<file path="src/rtl/mux_share_arbiter.sv">
// ---------------------------------------------------------------------------
// mux_share_arbiter
//
// Two-requester arbiter that owns the select of a shared WIDTH-bit 2-to-1
// mux (X/Y -> M). One source is granted at a time. A grant is protected
// against preemption for HOLD_CYCLES cycles. Contention is resolved
// round-robin. The muxed result is registered together with a valid flag.
//
// Ports
//   Clock  in   1      system clock, all state on the rising edge
//   Reset  in   1      synchronous, active-high reset
//   ReqX   in   1      source X requests the datapath (level)
//   ReqY   in   1      source Y requests the datapath (level)
//   X      in   WIDTH  source X data
//   Y      in   WIDTH  source Y data
//   GntX   out  1      X owns the datapath (decoded from registered state)
//   GntY   out  1      Y owns the datapath (decoded from registered state)
//   s      out  1      mux select, 0 = X, 1 = Y; keeps the last owner when idle
//   M      out  WIDTH  registered muxed data
//   Valid  out  1      M holds owner data
// ---------------------------------------------------------------------------
module mux_share_arbiter #(
    parameter int WIDTH       = 4,
    parameter int HOLD_CYCLES = 8
) (
    input  logic             Clock,
    input  logic             Reset,
    input  logic             ReqX,
    input  logic             ReqY,
    input  logic [WIDTH-1:0] X,
    input  logic [WIDTH-1:0] Y,
    output logic             GntX,
    output logic             GntY,
    output logic             s,
    output logic [WIDTH-1:0] M,
    output logic             Valid
);

    localparam int               CNT_W     = $clog2(HOLD_CYCLES + 1);
    localparam logic [CNT_W-1:0] LP_RELOAD = CNT_W'(HOLD_CYCLES - 1);

    typedef enum logic [1:0] {
        ST_IDLE  = 2'd0,
        ST_OWN_X = 2'd1,
        ST_OWN_Y = 2'd2
    } state_t;

    state_t           r_state;
    state_t           w_next;
    logic [CNT_W-1:0] r_cnt;
    logic             r_last;   // last served source: 0 = X, 1 = Y
    logic             r_s;
    logic [WIDTH-1:0] r_m;
    logic             r_valid;
    logic             w_cnt_zero;
    logic             w_enter;

    assign w_cnt_zero = (r_cnt == '0);

    // A new tenure begins whenever the next state is an owning state that
    // differs from the current one; this covers IDLE->OWN and direct handover.
    assign w_enter = (w_next != r_state) && (w_next != ST_IDLE);

    // Next-state logic
    always_comb begin
        w_next = r_state;
        unique case (r_state)
            ST_IDLE: begin
                if (ReqX && ReqY) begin
                    // Round-robin: serve the source that was not served last.
                    w_next = r_last ? ST_OWN_X : ST_OWN_Y;
                end else if (ReqX) begin
                    w_next = ST_OWN_X;
                end else if (ReqY) begin
                    w_next = ST_OWN_Y;
                end
            end
            ST_OWN_X: begin
                if (!ReqX) begin
                    // Owner release is immediate, the hold only blocks preemption.
                    w_next = ReqY ? ST_OWN_Y : ST_IDLE;
                end else if (ReqY && w_cnt_zero) begin
                    w_next = ST_OWN_Y;
                end
            end
            ST_OWN_Y: begin
                if (!ReqY) begin
                    w_next = ReqX ? ST_OWN_X : ST_IDLE;
                end else if (ReqX && w_cnt_zero) begin
                    w_next = ST_OWN_X;
                end
            end
            default: begin
                w_next = ST_IDLE;
            end
        endcase
    end

    // State register
    always_ff @(posedge Clock) begin
        if (Reset) begin
            r_state <= ST_IDLE;
        end else begin
            r_state <= w_next;
        end
    end

    // Hold counter, round-robin pointer and mux select
    always_ff @(posedge Clock) begin
        if (Reset) begin
            r_cnt  <= '0;
            r_last <= 1'b1;  // makes X win the first tie
            r_s    <= 1'b0;
        end else if (w_enter) begin
            r_cnt  <= LP_RELOAD;
            r_last <= (w_next == ST_OWN_Y);
            r_s    <= (w_next == ST_OWN_Y);
        end else if ((r_state != ST_IDLE) && !w_cnt_zero) begin
            r_cnt  <= r_cnt - 1'b1;
        end
    end

    // Registered datapath: samples the live source of the current owner
    always_ff @(posedge Clock) begin
        if (Reset) begin
            r_m     <= '0;
            r_valid <= 1'b0;
        end else begin
            unique case (r_state)
                ST_OWN_X: r_m <= X;
                ST_OWN_Y: r_m <= Y;
                default:  r_m <= '0;
            endcase
            r_valid <= (r_state != ST_IDLE);
        end
    end

    assign GntX  = (r_state == ST_OWN_X);
    assign GntY  = (r_state == ST_OWN_Y);
    assign s     = r_s;
    assign M     = r_m;
    assign Valid = r_valid;

endmodule

</file>
<file path="config.mk">
export PLATFORM = sky130hd
export DESIGN_NAME = mux_share_arbiter
export DESIGN_NICKNAME = d
export VERILOG_FILES = /design/src/rtl/mux_share_arbiter.sv
export SDC_FILE = /design/constraint.sdc
export NUM_CORES = 1
export LEC_CHECK = 0
export BUFFER_PORTS_ARGS = -buffer_cell sky130_fd_sc_hd__buf_2
export CORE_MARGIN = 4
export CORE_UTILIZATION = 50
export DETAILED_ROUTE_END_ITERATION = 12
export HOLD_SLACK_MARGIN = 0.05
export PLACE_DENSITY = 0.86
export SETUP_SLACK_MARGIN = 0.5
export SYNTH_ARGS = -nofsm -noshare
export SYNTH_HDL_FRONTEND = slang
export SYNTH_SLANG_ARGS = --single-unit
</file>
<file path="constraint.sdc">
create_clock -name Clock -period 2.6 [get_ports Clock]
set_input_delay 0.39 -clock Clock [delete_from_list [all_inputs] [get_ports Clock]]
set_output_delay 0.39 -clock Clock [all_outputs]
set_load 0.03 [all_outputs]
</file>
---- Yosys cells after proc, flatten, opt, wreduce, memory -nomap -nowiden ----
Cells that the tools add are included.
word-level totals
  flip-flop bits (word level) ............. 13
cells by class
  multiplexer cells ....................... 14
  reductions and logical operators ........ 12
  $add $sub $neg .......................... 1
  eq/ne operators ......................... 4
operator list
  cell                                                                 number
  2-bit 2-to-1 mux                                                     9
  4-bit case mux with 2 select lines                                   1
  3-bit 2-to-1 mux                                                     2
  2-bit case mux with 3 select lines                                   1
  2-bit nonzero test                                                   3
  1-bit logical AND                                                    5
  2-bit == test (second input constant)                                2
  4-bit logical NOT                                                    1
  4-bit by 1-bit subtractor with 4-bit output (second input constant)  1
  2-bit by 1-bit == test with 1-bit output (second input constant)     1
  2-bit logical NOT                                                    1
  2-bit != test                                                        1
  2-bit OR reduction                                                   1
  1-bit logical NOT                                                    1
  1-bit 2-to-1 mux                                                     1

---- Longest topological paths before layout ----
  word-level depth ........................ 8
  depth in mapped cells ................... 8

---- Least setup slack after synthesis ----
OpenSTA, ideal clock, no wires.
  path type ............................... register to register
  start ................................... reg r_state[0]
  end ..................................... reg r_last
  stages on the path, launching flop included .. 9
  path buffers ............................ 1
  setup slack ............................. 0.619 ns
  data required time ...................... 2.480 ns
  arrival time ............................ 1.862 ns
  cells stage by stage .................... dfxtp_1 buf_6 inv_1 ha_1 nand2_1 a21oi_1 a221oi_4 a2bb2oi_2 a211o_1
between the ends
  elaborated cells on any way between the ends .. 15
  those cells by class .................... eq/ne: 4; mux: 8; reduce/logical: 3
RTL lines
  element                                              line  text
  from (decl)                                          48    state_t r_state;
  from (signal assigned)                               104   r_state <= w_next;
  2-bit == test *                                      n/a
  via GntY                                             33    output logic GntY,
  2-bit case mux with 3 select lines *                 67    unique case (r_state)
  2-bit != test or 2-bit nonzero test (tied branches)  62    assign w_enter = (w_next != r_state) && (w_next != ST_IDLE);
  1-bit logical AND                                    62
  to (signal assigned)                                 116   r_last <= (w_next == ST_OWN_Y);
  to (decl)                                            51    logic r_last;
The timed path passes the listed nets; every way through them passes the cells marked *.
A chain may end at the register's enable or synchronous reset.

---- Worst setup path in the final report ----
  start ................................... reg r_state[0]
  end ..................................... reg r_last
between the ends
  word-level cells in the longest chain between the ends .. 6
  elaborated cells on any way between the ends .. 15
  those cells by class .................... eq/ne: 4; mux: 8; reduce/logical: 3
ends and longest elaborated chain
  element                                              line  text
  2-bit 2-to-1 mux                                     74    end else if (ReqY) begin
  2-bit 2-to-1 mux                                     72    end else if (ReqX) begin
  2-bit 2-to-1 mux                                     69    if (ReqX && ReqY) begin
  2-bit case mux with 3 select lines                   67
  2-bit != test or 2-bit nonzero test (tied branches)  62
  1-bit logical AND                                    62
Several ways; a longest one is shown, not always the timed one.

==> qor.csv <==
metric,value,unit
run status,"finished, final reports clean",
max_slew headroom,0.588,
detailed placement HPWL,1.17,mm
Ys Warns,0,
reg2reg path depth,7,
"EDFF count, synth",0,
sw frac,0.439,
CP required,2790,ps
final net count,128,
Fin. Hold Viols,0,
"top cells by area, synth","dfxtp_1 (33%), ha_1 (9.7%), a21oi_1 (4.5%)",
largest net degree at the start of global routing,12,
Net Sw Power,440,µW
vias in the first global route,638,
IO Port Bufs,19,
sequential area share after synthesis,0.335,
achievable frequency,486,MHz
Synth Cell Area,777,µm²
Worst path depth,7,
CTS root buffer,clkbuf_4,
total gr overflow,0,
final setup fails,0,
Seq pwr share,0.321,
fraction of layout cells with a size suffix above 1,0.303,
final core utilization,0.675,
post-synth cell types,36,
Layout area overhead,20.1,%
# DRC,0,
CP max FO,11,
post-synth top area share,0.335,
clock share of power,0.134,
clk buf depth,2,
CTS tree,done,
Fillers,110,
Synth area leader,dfxtp_1,
Syn Inst Count,89,
DRT iter0 DRCs,29,
Final Skew,5.52,ps
Pwr per Cell Area,1070,mW/mm²
wire per inst,14.2,µm
Detail Route Antenna Nets,0,
Max-Cap Viols,0,
Crit path max-delay family,compound AO/OA/AOI/OAI gates,
"CTS clk-pin slew, worst paths",90,ps
Post-synth ARST share,0,
Startpoint Class,flip-flop,
core area,0.00138,mm²
fin crit share,0.792,
Die ar.,0.00225,mm²
worst-skew pair later-pin latency,290,ps
Worst Path Buf+Inv,1,
Initial Util,0.562,
post-synthesis net count,107,
most frequent cell after synthesis,dfxtp_1,
Post-Route WL,1.76,mm
Synth Flop Type,dfxtp_1,
Setup TNS,0,ps
register bit count reported by yosys,13,
Syn Area/Cell,8.73,µm²
Detailed Routing Iterations Pass 1,4,
number of clock sinks,13,
Slew @ Worst Pin,610,ps
initial antenna violation count,0,
Hold Path Class,in2reg,
Post-synth top cells,"dfxtp_1 (13), nand2_1 (8), nor2_1 (8)",
first-pass GRT wire length,2.60,mm
"slowest stage cell, crit path",dfxtp_4,
CTS Buf Count,3,
io pins,20,
peak supply drop,0.644,mV
fin. max-slew vios,0,
GRT Overall Usage,0.166,
hold path cells,3,
Via Count,712,
die width,47.4,µm
Worst Path Arrival,2250,ps
total internal power,561,µW
LEAKAGE,0.414,nW
combinational fraction of design power,0.545,
Die Y,47.4,µm
Std-Cell Rows,13,
placer congestion estimate,0.840,
Avg Vias per Cell,5.74,
crit path capture type,flip-flop,
crit path cell chain,"inv_1, ha_1, and3_1, a31oi_2, a41oi_1, a2bb2oi_4, a211o_1",
H-tree depth,1,
ANT cells,0,
minimum clock period,2060,ps
WS Path Type,reg2reg,
RSZ-0062 raised after global routing,no,
slowest cell delay on critical path,410,ps
## layer usage
layer / track usage / share of wire / up-vias
met1: 0.212 / 0.42 / 318
met4: 0.0829 / 0.027 / 0
met3: 0.0451 / 0.096 / 8
li1: - / - / 355
met5: 0 / 0 / -
met2: 0.257 / 0.46 / 31
## placed cells by master, fill, tap and decap left out, types with 2 or more instances in the layout
cell / count
a21oi_1: 7
a22oi_1: 4
and3_1: 2
buf_2: 19
clkbuf_4: 3
dfxtp_1: 10
dfxtp_4: 2
ha_1: 6
inv_1: 6
nand2_1: 8
nand3_1: 2
nor2_1: 8
nor3_1: 2
o21ai_0: 3
xnor2_1: 2
## power by group through the flow
stage | Clock (mW) | Combinational [mW] | Sequential [mW]
after floorplan | 0 | 0.371 | 0.329
after global placement | 0 | 0.468 | 0.312
after detailed placement | 0 | 0.474 | 0.313
after CTS | 0.134 | 0.503 | 0.309
after global routing | 0.143 | 0.594 | 0.331
final | 0.134 | 0.546 | 0.321
## tightest hold or removal path, delay by kind of cell
kind / cells / cell delay (ps)
AND/OR/NAND/NOR: 1 / 70
AO/OA/AOI/OAI: 1 / 50
buffers and inverters: 1 / 70
## cell families (layout without fill, tap and decap cells)
family                   Yosys count  in the layout  synth area share
AND/OR/NAND/NOR                   30             30             0.201
AO/OA/AOI/OAI                     27             27             0.267
adder cells (fa/ha/maj)            6              6            0.0966
buffers and inverters             10             30            0.0660
XOR/XNOR                           3              3            0.0338
flip-flops                        13             13             0.335
## path summary, 6_finish.rpt
| path | from | endpoint | slack [ps] |
|---|---|---|---|
| setup reg to reg | r_state[0]$_SDFF_PP0_ | r_last$_SDFFE_PP1P_ | 540 |
| hold reg to reg | r_last$_SDFFE_PP1P_ | r_last$_SDFFE_PP1P_ | 490 |
| setup / recovery | r_state[0]$_SDFF_PP0_ | r_last$_SDFFE_PP1P_ | 540 |
| hold / removal | X[1] | M[1]$_SDFF_PP0_ | 330 |
## through the flow
stage	hold WS (ps)	instance area, µm²	cells	power (mW)	setup WS (ps)
detailed placement	463	862	119	0.787	497
global placement	459	862	119	0.780	515
CTS	328	900	123	0.946	493
global route	351	933	124	1.07	439
finish	327	933	124	1.00	541
floorplan	441	777	89	0.701	619
## flip-flops by register name (all words and copies together) (netlist names)
name,flops
s,1
r_last,1
r_state,2
r_cnt,4
M,4
Valid,1
## repair_timing
item | in CTS | in global routing
buffers inserted | 0 | 1
resized for setup | 1 | 8
hold buffers | 0 | 0
pin swaps | 0 | 2
setup endpoints to repair | 1 | 6
## layout make-up
cell class,count,area (µm²),share of cell area
Sequential cell,13,269,0.288
Tap cell,15,18.8,0.0201
Timing Repair Buffer,20,103,0.110
Inverter,6,22.5,0.0241
Clock buffer,4,26.3,0.0282
Multi-Input combinational cell,66,494,0.529
Note: power is estimated with default switching activity, not from simulation.
